`src/rtl/bit_filler.sv`:
```
// bit_filler: count-to-pattern generator.
// Accepts a count N and builds a W-bit word with min(N, W) ones, shifting
// one bit in per cycle under a three-state controller (IDLE -> FILL -> DONE).
// Optional build macro: BIT_FILLER_MSB_FIRST_EN
//   undefined: ones enter at bit 0 and pack at the LSB end (N=3 -> 0000_0111).
//   defined:   ones enter at bit W-1 and pack at the MSB end (N=3 -> 1110_0000).
module bit_filler #(
    parameter int W = 8
) (
    input  logic                       clk,
    input  logic                       reset,
    input  logic                       start,
    input  logic [$clog2(W+1)-1:0]     count,
    output logic [W-1:0]               pattern,
    output logic                       busy,
    output logic                       done,
    output logic                       ovf
);

    localparam int CW = $clog2(W+1);

    localparam logic [1:0] ST_IDLE = 2'd0;
    localparam logic [1:0] ST_FILL = 2'd1;
    localparam logic [1:0] ST_DONE = 2'd2;

    logic [1:0]    state_reg, state_next;
    logic [W-1:0]  pattern_reg, pattern_next;
    logic [CW-1:0] remaining_reg, remaining_next;
    logic          ovf_reg, ovf_next;

    logic [W-1:0]  shifted;
    logic          count_over;

    // A request larger than the register width is clamped and flagged.
    assign count_over = (int'(count) > W);

    // One-bit shift of the pattern with a 1 entering at the fill end.
    generate
        for (genvar gi = 0; gi < W; gi++) begin : g_shift
`ifdef BIT_FILLER_MSB_FIRST_EN
            if (gi == W - 1) begin : g_end
                assign shifted[gi] = 1'b1;
            end else begin : g_mid
                assign shifted[gi] = pattern_reg[gi+1];
            end
`else
            if (gi == 0) begin : g_end
                assign shifted[gi] = 1'b1;
            end else begin : g_mid
                assign shifted[gi] = pattern_reg[gi-1];
            end
`endif
        end
    endgenerate

    // Controller and datapath next-state logic.
    always_comb begin
        state_next     = state_reg;
        pattern_next   = pattern_reg;
        remaining_next = remaining_reg;
        ovf_next       = ovf_reg;
        case (state_reg)
            ST_IDLE: begin
                if (start) begin
                    pattern_next   = '0;
                    remaining_next = count_over ? CW'(W) : count;
                    ovf_next       = count_over;
                    state_next     = ST_FILL;
                end
            end
            ST_FILL: begin
                // Decrement only while nonzero, so remaining never wraps.
                if (remaining_reg != '0) begin
                    pattern_next   = shifted;
                    remaining_next = remaining_reg - CW'(1);
                end else begin
                    state_next = ST_DONE;
                end
            end
            ST_DONE: begin
                // A held start must drop before another run can begin.
                if (!start) begin
                    state_next = ST_IDLE;
                end
            end
            default: begin
                state_next = ST_IDLE;
            end
        endcase
    end

    // State registers with asynchronous clear.
    always_ff @(posedge clk or posedge reset) begin
        if (reset) begin
            state_reg     <= ST_IDLE;
            pattern_reg   <= '0;
            remaining_reg <= '0;
            ovf_reg       <= 1'b0;
        end else begin
            state_reg     <= state_next;
            pattern_reg   <= pattern_next;
            remaining_reg <= remaining_next;
            ovf_reg       <= ovf_next;
        end
    end

    assign pattern = pattern_reg;
    assign busy    = (state_reg == ST_FILL);
    assign done    = (state_reg == ST_DONE);
    assign ovf     = ovf_reg;

endmodule
```
`config.mk`:
```
export PLATFORM = sky130hd
export DESIGN_NAME = bit_filler
export DESIGN_NICKNAME = d
export VERILOG_FILES = /design/src/rtl/bit_filler.sv
export SDC_FILE = /design/constraint.sdc
export NUM_CORES = 1
export LEC_CHECK = 0
export ABC_AREA = 1
export BUFFER_PORTS_ARGS = -buffer_cell sky130_fd_sc_hd__buf_4
export CORE_UTILIZATION = 45
export CTS_BUF_LIST = sky130_fd_sc_hd__clkbuf_4
export DETAILED_ROUTE_END_ITERATION = 12
export GPL_TIMING_DRIVEN = 0
export PLACE_DENSITY = 0.68
export SLEW_MARGIN = 10
export SYNTH_ARGS = -nofsm -noshare
export SYNTH_HDL_FRONTEND = slang
export SYNTH_SLANG_ARGS = --single-unit
```
`constraint.sdc`:
```
create_clock -name clk -period 2.6 [get_ports clk]
set_input_delay 0.52 -clock clk [delete_from_list [all_inputs] [get_ports clk]]
set_output_delay 0.52 -clock clk [all_outputs]
set_load 0.005 [all_outputs]
```
After elaboration in Yosys (flattened, before gate mapping)
Index checks and enable logic that the tools add are counted.

Register bits after elaboration: 15. Latch bits: 0. Memory bits (writable): 0. ROM bits: 0. Input bits: 7. Output and inout bits: 11. Memories kept: 0.

$add $sub $neg: 1. Multiply operators: 0. Divide/modulo/power cells: 0. Magnitude comparators: 1. Equal/unequal tests: 6. Shift-type cells: 0. Mux-type cells: 11. Bitwise operators: 0. Reduce and logical (&&, ||, !) cells: 6.

Operators with widths (count): $mux 8 (2); $pmux 8 s2 (1); $mux 4 (3); $pmux 4 s2 (1); $mux 2 (3); $ne 2x2->1 const B (3); $pmux 2 s3 (1); $reduce_and 3->1 (2); $gt 4x4->1 const B (1); $reduce_bool 4->1 (1); $sub 4x1->4 const B (1); $eq 2x1->1 const B (1); $eq 2x2->1 const B (1); $logic_not 2->1 (1); $ne 2x1->1 const B (1); $reduce_and 2->1 (1); $reduce_bool 2->1 (1).

Logic depth before layout (Yosys ltp)
Word-level depth: 4. Gate-level depth with buffers: 8.

Worst setup path after synthesis
Ideal clock, no wire load.

Path type: reg-to-reg. Start: register remaining_reg[0]. End: register remaining_reg[0]. Setup time: 0.116 ns. Arrival time: 1.129 ns. Data required time: 2.484 ns. Setup slack: 1.355 ns. Stages on the path, launching flop included: 9. Clock period less this slack: 1.245 ns. Cells stage by stage: dfrtp_1 -> inv_1 -> ha_1 -> nand3_2 -> nand2_4 -> nand2_4 -> buf_12 -> nand2_2 -> nand2_2.

Cells in the longest elaborated chain, start to end: 3.

RTL lines: start, declared (RTL line 28) `logic [CW-1:0] remaining_reg, remaining_next;`; start signal, assigned (RTL line 102) `remaining_reg <= remaining_next;`; $sub 4x1->4 / $reduce_bool 4->1 (equally long branches) (RTL line 75, 73); $mux 4 / $ne 2x1->1 (equally long branches); $pmux 4 s2 / $reduce_and 3->1 (equally long branches).

Several ways; a longest one is shown, not always the timed one. The select of a mux whose other input is x is not followed. A chain may end at the register's enable or synchronous reset.

Worst setup path in the final report
Start: register state_reg[1]. End: output done.

Cells in the longest elaborated chain, start to end: 1.

RTL lines: start, declared (RTL line 26) `logic [1:0] state_reg, state_next;`; start signal, assigned (RTL line 100) `state_reg <= state_next;`; $eq 2x2->1 (RTL line 109) `assign done = (state_reg == ST_DONE);`; end, declared (RTL line 16) `output logic done,`.

Every way passes these cells.

==> results by group <==
Run status
  • Status: finished clean

Placement
  • HPWL after DPL: 1.13 mm
  • PortBufs: 17
  • DP Area: 961 µm²
  • Gpl congestion: just under 0.8

Synthesis
  • Warnings from Yosys: 0
  • Post-Synthesis Cells: 82
  • Mapped cell area: 803 µm²
  • Async SR Flop Fraction: 1.00
  • Area leader, netlist: dfrtp_1
  • Yosys reg bits: 15
  • Syn nets: 90
  • Most used DFF post-synth: dfrtp_1
  • Most common library cells after synthesis: 15 x dfrtp_1, 15 x inv_1, 9 x nand2_1
  • Post-synthesis sequential area ratio: 0.467
  • Synth top area share: 0.467
  • Synth area leaders: dfrtp_1 47%, o22ai_2 9.3%, inv_1 7.0%
  • Post-synthesis cell type count: 19
  • Avg Cell Area, Syn: about 9.8 µm²
  • Post-synth EDFFs: 0

STA
  • Worst-margin pin slew: 0.551 ns
  • Endpoints failing setup: 0
  • Max-slew headroom at the worst pin: 0.633
  • RSZ-0062 raised after global routing: no
  • Final slew viol count: 0
  • Period utilisation layout: 0.613
  • Minimum clock period: 1.59 ns
  • Max Freq: 628 MHz
  • Final hold violations: 0
  • Setup tns final: 0 ns
  • Worst Skew: 0.00630 ns

Layout
  • Area Overhead vs Synth: 23.4%
  • Max reg flops: 8
  • Share of cells above drive strength 1: 0.417
  • Inserted Diodes: 0
  • Post-route cell area: 991 µm²
  • Total Nets Final: around 110

Drt
  • Antenna viol nets, final: 0
  • Avg Vias per Cell: just under 5
  • Drt wl/cell: between 10 and 15 µm
  • Drt pass-1 iters: 6
  • DRC Markers: 0
  • Drt total wl: 1.45 mm
  • Initial detailed-routing violation count: 14
  • Routed vias: 614

Run
  • Max Cap Violations: 0

Power
  • Maximum VDD drop: 0.805 mV
  • Sw Ratio: 0.430
  • Sequential share of power: 0.300
  • Internal: 0.000804 W
  • Lkg Pwr: 0.495 nW
  • Power density over the cells: 1420 nW/µm²
  • Sw Pwr: 0.000607 W
  • Gate power share: 0.602
  • Clk pwr share: 0.099

Clocking
  • Clk sinks: 15
  • Cts hold-fix bufs: 0
  • Post-CTS sizing: 0
  • TritonCTS Buffers: 3
  • TritonCTS clock tree: built
  • Root Driver: clkbuf_4
  • # Post-CTS Setup Buffers: 0
  • Clock latency on the worst-skew pair: 0.28 ns
  • H-tree depth: 1
  • Clock Pin Slew Worst Setup and Hold Paths: 0.09 ns
  • Buffers from clock root to sink, at most: 2

Global routing
  • Initial antenna violation count: 0
  • Global-route wire length before repair: roughly 2.6 mm
  • Vias in the first global route: 603
  • Largest net degree at the start of global routing: 16
  • Tot GR Track Use: 0.184
  • GR Overflow Total: 0

Critical path
  • Critical path origin: state_reg[1]$_DFFE_PP0P_
  • CP peak stage delay: 0.46 ns
  • Reg-to-reg slack, setup: 1.25 ns
  • Crit. End Element: output port
  • Crit path cell chain: inv_2, nor2_1, buf_4
  • FF-to-FF Start: remaining_reg[0]$_DFFE_PP0P_
  • Crit Reg-Reg Endpoint: remaining_reg[2]$_DFFE_PP0P_
  • Setup crit start kind: flop
  • Critical Path End: done
  • Slowest CP cell: dfrtp_1
  • CP required: 2.08 ns
  • Crit path max fanout: 2
  • Crit Path Class: reg2out
  • WP data arrival: 1.07 ns
  • Cells on worst reg2reg path: 8

Die
  • Die Wd: 44.3 µm
  • IO Pins: 18
  • Die area: 1960 µm²
  • Rows: 14
  • Initial core utilization: 0.504
  • Die Height: around 44 µm
  • CORE AREA: 1590 µm²

Worst hold path
  • Hold/Removal Path Class: in2async
metrics by stage:
step                hold slack [ns]  total power, W  setup slack (ns)  utilization  cells
finish                        0.283         0.00141              1.01        0.622    127
CTS                           0.301         0.00143             0.996        0.622    127
global placement              0.484         0.00127              1.26        0.603    123
detailed placement            0.490         0.00129              1.25        0.603    123
floorplan                     0.421         0.00105              1.36            -     82
global route                  0.332         0.00153             0.952        0.622    127
cell usage in the layout (no fill, tap or decap):
master,Yosys,routed
o31ai_1,1,1
o21ai_0,5,5
inv_2,2,2
nor2_8,1,1
buf_12,1,1
nor2_2,1,1
ha_1,1,1
clkbuf_4,0,4
nand3_1,8,8
buf_6,1,1
nor2_1,4,4
inv_1,15,15
o21ai_1,2,2
o22ai_2,6,6
dfrtp_1,15,15
nand2_4,2,2
nand2_2,6,6
nand3_2,1,1
nand2_1,9,9
buf_4,0,17
nand3_4,1,1
cell type report:
cell class / count / area, µm²
fillers: 135 / 603
flip-flops and latches: 15 / 375
multi-input cells: 48 / 333
repair buffers: 17 / 128
clock buffers: 4 / 30.0
well taps: 24 / 30.0
plain buffers: 2 / 31.3
inverters: 17 / 63.8
per-layer routing:
| metal | part of all wire | global-route usage | up-vias |
|---|---|---|---|
| met5 | 0 | 0 | - |
| met4 | 0.0090 | 0.0545 | 0 |
| met3 | 0.039 | 0.0612 | 2 |
| met2 | 0.55 | 0.335 | 10 |
| met1 | 0.41 | 0.202 | 299 |
| li1 | - | - | 303 |
critical path: cells and delay by family, from the launching register on:
family	cells	cell delay, ns
flip-flops	1	0.46
buffers and inverters	2	0.21
AND/OR/NAND/NOR	1	0.12
cells by family after synthesis:
kind of cell | Yosys count | share of synthesized area
buffers and inverters | 19 | 0.118
adders and majority gates | 1 | 0.0156
and+or+nand+nor | 33 | 0.252
AOI/OAI and AO/OA | 14 | 0.146
DFF | 15 | 0.467
power groups by stage:
stage | logic (W) | registers, W | clock network [W]
floorplan | 0.000625 | 0.000423 | 0
global placement | 0.000845 | 0.000422 | 0
detailed placement | 0.000858 | 0.000429 | 0
CTS | 0.000862 | 0.000425 | 0.000145
global route | 0.000938 | 0.000438 | 0.000155
finish | 0.000849 | 0.000423 | 0.000139
worst min path at each step:
stage                             endpoint             from  slack (ns)
global placement           ovf$_DFFE_PP0P_  ovf$_DFFE_PP0P_        0.48
detailed placement         ovf$_DFFE_PP0P_  ovf$_DFFE_PP0P_        0.49
floorplan                  ovf$_DFFE_PP0P_            reset        0.42
finish                     ovf$_DFFE_PP0P_            reset        0.28
CTS                        ovf$_DFFE_PP0P_            reset        0.30
global route        pattern[4]$_DFFE_PP0P_            reset        0.33
Note: power is estimated with default switching activity, not from simulation.
